===== src/rtl/freelist_pkg.sv =====
// Shared constants for the physical-register free list.
package freelist_pkg;

  localparam int DEF_PREG_NUM = 64;
  localparam int DEF_LREG_NUM = 32;
  localparam int DEF_FL_DEPTH = DEF_PREG_NUM - DEF_LREG_NUM;

  // Two rename slots and two commit slots per cycle.
  localparam int NUM_LANES = 2;

  // Pointer width: index bits plus one wrap bit.
  function automatic int fl_ptr_width(input int depth);
    return $clog2(depth) + 1;
  endfunction

  localparam int FL_PTR_WIDTH = fl_ptr_width(DEF_FL_DEPTH);

endpackage


===== src/rtl/freelist_mem.sv =====
// Free-list storage: one entry per free preg, NUM_LANES write and read ports.
module freelist_mem
  import freelist_pkg::*;
#(
  parameter int DEPTH    = DEF_FL_DEPTH,
  parameter int W        = $clog2(DEF_PREG_NUM),
  parameter int IW       = $clog2(DEPTH),
  parameter int RST_BASE = DEF_LREG_NUM,
  parameter int LANES    = NUM_LANES
) (
  input  logic                       clock,
  input  logic                       reset_n,
  input  logic [LANES-1:0]           wr_en_i,
  input  logic [LANES-1:0][IW-1:0]   wr_idx_i,
  input  logic [LANES-1:0][W-1:0]    wr_data_i,
  input  logic [LANES-1:0][IW-1:0]   rd_idx_i,
  output logic [LANES-1:0][W-1:0]    rd_data_o
);

  logic [W-1:0] mem_q [DEPTH];

  // Reset loads the pregs not mapped to architectural regs; commits append.
  always_ff @(posedge clock or negedge reset_n) begin
    if (!reset_n) begin
      for (int i = 0; i < DEPTH; i++) mem_q[i] <= W'(RST_BASE + i);
    end else begin
      for (int l = 0; l < LANES; l++)
        if (wr_en_i[l]) mem_q[wr_idx_i[l]] <= wr_data_i[l];
    end
  end

  for (genvar l = 0; l < LANES; l++) begin : g_rd
    assign rd_data_o[l] = mem_q[rd_idx_i[l]];
  end

endmodule


===== src/rtl/freelist.sv =====
// Physical-register free list: dual allocate, dual release, one-cycle flush recovery.
module freelist
  import freelist_pkg::*;
#(
  parameter int PREG_NUM = DEF_PREG_NUM,
  parameter int LREG_NUM = DEF_LREG_NUM,
  parameter int FL_DEPTH = PREG_NUM - LREG_NUM
) (
  input  logic                        clock,
  input  logic                        reset_n,
  input  logic                        rn2fl_instr0_lrd_valid,
  output logic [$clog2(PREG_NUM)-1:0] fl2rn_instr0prd,
  input  logic                        rn2fl_instr1_lrd_valid,
  output logic [$clog2(PREG_NUM)-1:0] fl2rn_instr1prd,
  output logic                        freelist_can_alloc,
  input  logic                        flush_valid,
  input  logic                        rob2fl_commit0_valid,
  input  logic [$clog2(PREG_NUM)-1:0] rob2fl_commit0_old_prd,
  input  logic                        rob2fl_commit1_valid,
  input  logic [$clog2(PREG_NUM)-1:0] rob2fl_commit1_old_prd,
  output logic [$clog2(FL_DEPTH):0]   fl_count
);

  localparam int PW  = fl_ptr_width(FL_DEPTH);
  localparam int IW  = PW - 1;
  localparam int PRW = $clog2(PREG_NUM);

  // head: next speculative grant; arch_head: next grant not yet committed
  // away; tail: next release slot. MSB of each is the wrap bit.
  logic [PW-1:0] head_q, head_d, arch_q, arch_d, tail_q, tail_d;
  logic [PW-1:0] count, n_alloc, n_rel;
  logic          g0, g1, c0, c1;

  logic [NUM_LANES-1:0]           wr_en;
  logic [NUM_LANES-1:0][IW-1:0]   wr_idx, rd_idx;
  logic [NUM_LANES-1:0][PRW-1:0]  wr_data, rd_data;

  function automatic logic [PW-1:0] ptr_adv(input logic [PW-1:0] p, input logic [PW-1:0] n);
    return p + n;
  endfunction

  assign count              = tail_q - head_q;
  assign fl_count           = count;
  assign freelist_can_alloc = (count >= PW'(2));

  // Grants need two free entries so a dual request can never underflow.
  assign g0 = rn2fl_instr0_lrd_valid & freelist_can_alloc & ~flush_valid;
  assign g1 = rn2fl_instr1_lrd_valid & freelist_can_alloc & ~flush_valid;
  assign c0 = rob2fl_commit0_valid;
  assign c1 = rob2fl_commit1_valid;

  assign n_alloc = PW'(g0) + PW'(g1);
  assign n_rel   = PW'(c0) + PW'(c1);

  // Each commit retires one allocation; flush rewinds head to the committed point.
  always_comb begin
    arch_d = ptr_adv(arch_q, n_rel);
    tail_d = ptr_adv(tail_q, n_rel);
    head_d = flush_valid ? arch_d : ptr_adv(head_q, n_alloc);
  end

  // Pointer registers; tail starts one full lap ahead so the list is full.
  always_ff @(posedge clock or negedge reset_n) begin
    if (!reset_n) begin
      head_q <= '0;
      arch_q <= '0;
      tail_q <= PW'(FL_DEPTH);
    end else begin
      head_q <= head_d;
      arch_q <= arch_d;
      tail_q <= tail_d;
    end
  end

  // Slot 1 packs behind slot 0 when both release.
  assign wr_en[0]   = c0;
  assign wr_en[1]   = c1;
  assign wr_idx[0]  = tail_q[IW-1:0];
  assign wr_idx[1]  = tail_q[IW-1:0] + IW'(c0);
  assign wr_data[0] = rob2fl_commit0_old_prd;
  assign wr_data[1] = rob2fl_commit1_old_prd;

  // instr1 takes the entry behind instr0 only if instr0 is also asking.
  assign rd_idx[0] = head_q[IW-1:0];
  assign rd_idx[1] = rn2fl_instr0_lrd_valid ? head_q[IW-1:0] + IW'(1) : head_q[IW-1:0];

  assign fl2rn_instr0prd = rd_data[0];
  assign fl2rn_instr1prd = rd_data[1];

  freelist_mem #(
    .DEPTH    (FL_DEPTH),
    .W        (PRW),
    .IW       (IW),
    .RST_BASE (LREG_NUM),
    .LANES    (NUM_LANES)
  ) u_mem (
    .clock     (clock),
    .reset_n   (reset_n),
    .wr_en_i   (wr_en),
    .wr_idx_i  (wr_idx),
    .wr_data_i (wr_data),
    .rd_idx_i  (rd_idx),
    .rd_data_o (rd_data)
  );

  // Releasing more than was allocated would push the count past the buffer size.
  a_no_overflow: assert property (@(posedge clock) disable iff (!reset_n)
    (tail_d - head_d) <= PW'(FL_DEPTH));

  // Commit slot 1 is only meaningful alongside slot 0.
  a_commit_order: assert property (@(posedge clock) disable iff (!reset_n)
    rob2fl_commit1_valid |-> rob2fl_commit0_valid);

endmodule


===== config.mk =====
export PLATFORM = sky130hd
export DESIGN_NAME = freelist
export DESIGN_NICKNAME = d
export VERILOG_FILES = /design/src/rtl/freelist_pkg.sv /design/src/rtl/freelist_mem.sv /design/src/rtl/freelist.sv
export SDC_FILE = /design/constraint.sdc
export NUM_CORES = 1
export LEC_CHECK = 0
export ABC_AREA = 1
export BUFFER_PORTS_ARGS = -buffer_cell sky130_fd_sc_hd__buf_2
export CAP_MARGIN = 30
export CORE_ASPECT_RATIO = 1.1
export CORE_MARGIN = 2
export CORE_UTILIZATION = 55
export CTS_CLUSTER_DIAMETER = 80
export CTS_CLUSTER_SIZE = 12
export DETAILED_ROUTE_END_ITERATION = 8
export PLACE_DENSITY = 0.72
export SETUP_SLACK_MARGIN = 0.4
export SKIP_CTS_REPAIR_TIMING = 1
export SLEW_MARGIN = 30
export SYNTH_ARGS = -nofsm -noshare
export SYNTH_HDL_FRONTEND = slang
export SYNTH_HIERARCHICAL = 1
export SYNTH_SLANG_ARGS = --single-unit

===== constraint.sdc =====
create_clock -name clock -period 2.9 [get_ports clock]
set_input_delay 0.725 -clock clock [delete_from_list [all_inputs] [get_ports clock]]
set_output_delay 0.725 -clock clock [all_outputs]
set_load 0.02 [all_outputs]

==> summary.md <==
| Metric | Value |
|---|---|
| Status | finished with violations |
| Failing checks | design-rule violations, negative setup slack |
| Post-synth EDFFs | 0 |
| Clk_lat worst skew | 0.55 ns |
| Die Height | 175 um |
| Port Buffers | 37 |
| Horiz. Die Dim | 159 um |
| Total CTS buffers | 21 |
| Layout cells sized above 1 | 0.263 |
| Crit-path max FO | 8 |
| Reg clk slew, reported paths | 0.07 ns |
| Clock sink count | 210 |
| Setup ws final | -0.517 ns |
| H-tree lvl count | 1 |
| Wire length of the first global-routing pass | 87800 um |
| Drt wl/cell | 24.1 um |
| CTS tree | yes |
| P per Cell Area | 1450 nW/um2 |
| Non-Filler Instances | 2605 |
| Routability cong. | 1.02 |
| Setup Skew | 0.0284 ns |
| Class of the worst hold path | input port to asynchronous set/reset pin |
| Period minus WS final | 3.42 ns |
| Initial Util | 0.558 |
| Routed WL | 62700 um |
| Fin. max-slew vios | 0 |
| # rows | 62 |
| Flop-to-flop setup slack | -0.23 ns |
| Main synth FF type | dfstp_2 |
| Design Area, Final | 18300 um2 |
| DRC | 13 |
| RSZ-0062 raised after global routing | true |
| Antenna cell count | 0 |
| Synth-to-layout area growth | 25.6% |
| Synth top area share | 0.204 |
| Antenna Nets Post-Route | 0 |
| # nets final | 2275 |
| Hpwl dp | 37800 um |
| Via density | 6.65 |
| Routed vias | 17300 |
| Final Util | 0.701 |
| Fmax | 0.293 GHz |
| Post-synthesis cell type count | 34 |
| Die area | 27800 um2 |
| Reg2reg end | head_q[4] |
| Critical R2R Launch | head_q[1] |
| Synth Cell Area | 14500 um2 |
| Peak supply drop | 1000 uV |
| CP endpoint kind | output pin |
| Crit path arrival time | 2.69 ns |
| Yosys top cell by area | dfstp_2 |
| Pre-Repair DR Iteration Count | 9 |
| Root Driver | clkbuf_16 |
| Slew margin rel. | 0.447 |
| Final setup violation count | 21 |
| Worst Setup EP | fl2rn_instr1prd[3] |
| Register area share after synthesis | 0.371 |
| Largest net degree at the start of global routing | 64 |
| #FFs+latches synth | 210 |
| Placed cells | 2515 |
| Worst Reg-to-Reg Cells | 21 |
| Gr usage total | 0.404 |
| Area of the multi-input gates | 8960 um2 |
| Sequential Area | 5400 um2 |
| CP startpoint | head_q[0] |
| Yosys warns | 6 |
| Max Cap Viol | 0 |
| Placed cell area | 15700 um2 |
| Fill cell count | 2184 |
| Core area | 26100 um2 |
| Largest cells by area after synthesis | dfstp_2 20%, nand2_1 20%, dfrtp_1 17%, nand3_1 14%, a31oi_1 4.9% |
| Avg Cell Area, Syn | 6.67 um2 |
| Fin crit share | 1.18 |
| Gr ovfl total | 0 |
| CP required | 2.17 ns |
| Placement Setup Slack | -0.162 ns |
| Cells after Synth | 2180 |
| Syn Nets | 2217 |
| Least-Margin Pin Slew | 0.826 ns |
| Async S/R FF share, synth | 1.00 |
| Initial DRC count | 2807 |
| Critical path startpoint category | flip-flop |
| Initial antenna violation count | 0 |
| Crit Path Category | flip-flop to output pin |
| Vias in the first global route | 15000 |
| Pwr Total | 0.0265 W |
| Bufs on Longest Clock Path | 3 |
| IO Pins | 38 |
| Static leakage | 8.06 nW |
| Final hold violation count | 0 |
sequential cells by signal (all words and copies together), names as in the netlist:
register     flops
u_mem/mem_q    192
tail_q           6
head_q           6
arch_q           6
how the worst min path moves through the flow:
stage                                 from               end  slack [ns]  depth (start not counted)
final                              reset_n  u_mem/mem_q[181]        0.19                          1
after global routing               reset_n  u_mem/mem_q[154]        0.23                          1
after CTS                          reset_n   u_mem/mem_q[78]        0.20                          1
after detailed placement   u_mem/mem_q[82]   u_mem/mem_q[82]        0.49                          2
after global placement    u_mem/mem_q[144]  u_mem/mem_q[144]        0.48                          2
after floorplan                    reset_n         arch_q[0]        0.43                          0
layout make-up:
class	instances	share of cell area
Sequential cell	210	0.296
Inverter	69	0.0170
Timing Repair Buffer	216	0.139
Multi-Input combinational cell	1718	0.490
Timing Repair inverter	2	0.00130
Clock buffer	36	0.0318
Clock inverter	2	0.000959
Tap cell	352	0.0241
cells in the mapped netlist (6+ instances only):
cell type / number
nand2_1: 764
nand3_1: 421
nor2_1: 129
a31oi_1: 115
dfstp_2: 113
dfrtp_1: 97
clkbuf_1: 90
o21ai_0: 77
buf_2: 66
inv_1: 61
o22ai_1: 58
a21oi_1: 51
nor3_1: 24
buf_1: 20
o211ai_1: 19
ha_1: 14
xor2_1: 10
nor3_4: 8
buf_4: 6
metrics by stage:
step	TNS [ns]	hold slack, ns
floorplan	0	0.429
global placement	-0.905	0.484
detailed placement	-0.931	0.490
CTS	-5.28	0.203
global route	-7.39	0.230
finish	-6.05	0.186
per-layer routing:
layer	routed length, um	track usage	vias up
li1	-	-	7471
met2	26500	0.611	1474
met3	9280	0.0771	382
met4	4550	0.194	0
met5	0	0	-
met1	22400	0.559	7992
kinds of logic after synthesis:
group	Yosys count	synth area share
AND/OR/NAND/NOR	1357	0.398
AO/OA/AOI/OAI	328	0.132
buffers and inverters	252	0.0728
flip-flops	210	0.371
adder cells (fa/ha/maj)	18	0.0175
XOR/XNOR	15	0.00903
worst max-delay path: stages, from the launching register on:
cell and delay (ns):
dfrtp_4 0.52, buf_12 0.15, xor2_4 0.20, buf_12 0.23, clkinv_16 0.10, clkbuf_16 0.17
nand2_2 0.06, nand3_2 0.06, nand3_1 0.13, nand2_2 0.10, nand2_2 0.07, nand2_2 0.08
nand2_2 0.08, nand2_4 0.07, buf_6 0.13
power by group:
part / internal, W / switching (W)
registers: 0.00496 / 0.00162
clock network: 0.00136 / 0.00124
logic: 0.00683 / 0.0105
total: 0.0132 / 0.0134
cells in the final DEF, fill, tap and decap left out, drive strengths merged:
master and instances:
xor2 10, and2 1, o31ai 1, fa 4, o21ai 82, clkbuf 56
nor3 34, nand3 422, o22ai 58, a21oi 51, dfstp 113, clkinvlp 3
a21o 2, nand4 1, nor2 131, a31oi 115, nand3b 1, o211ai 19
ha 14, nand2 767, inv 64, dfrtp 97, buf 196, xnor2 5
clkinv 6
Power figures use the tool's default switching activity.
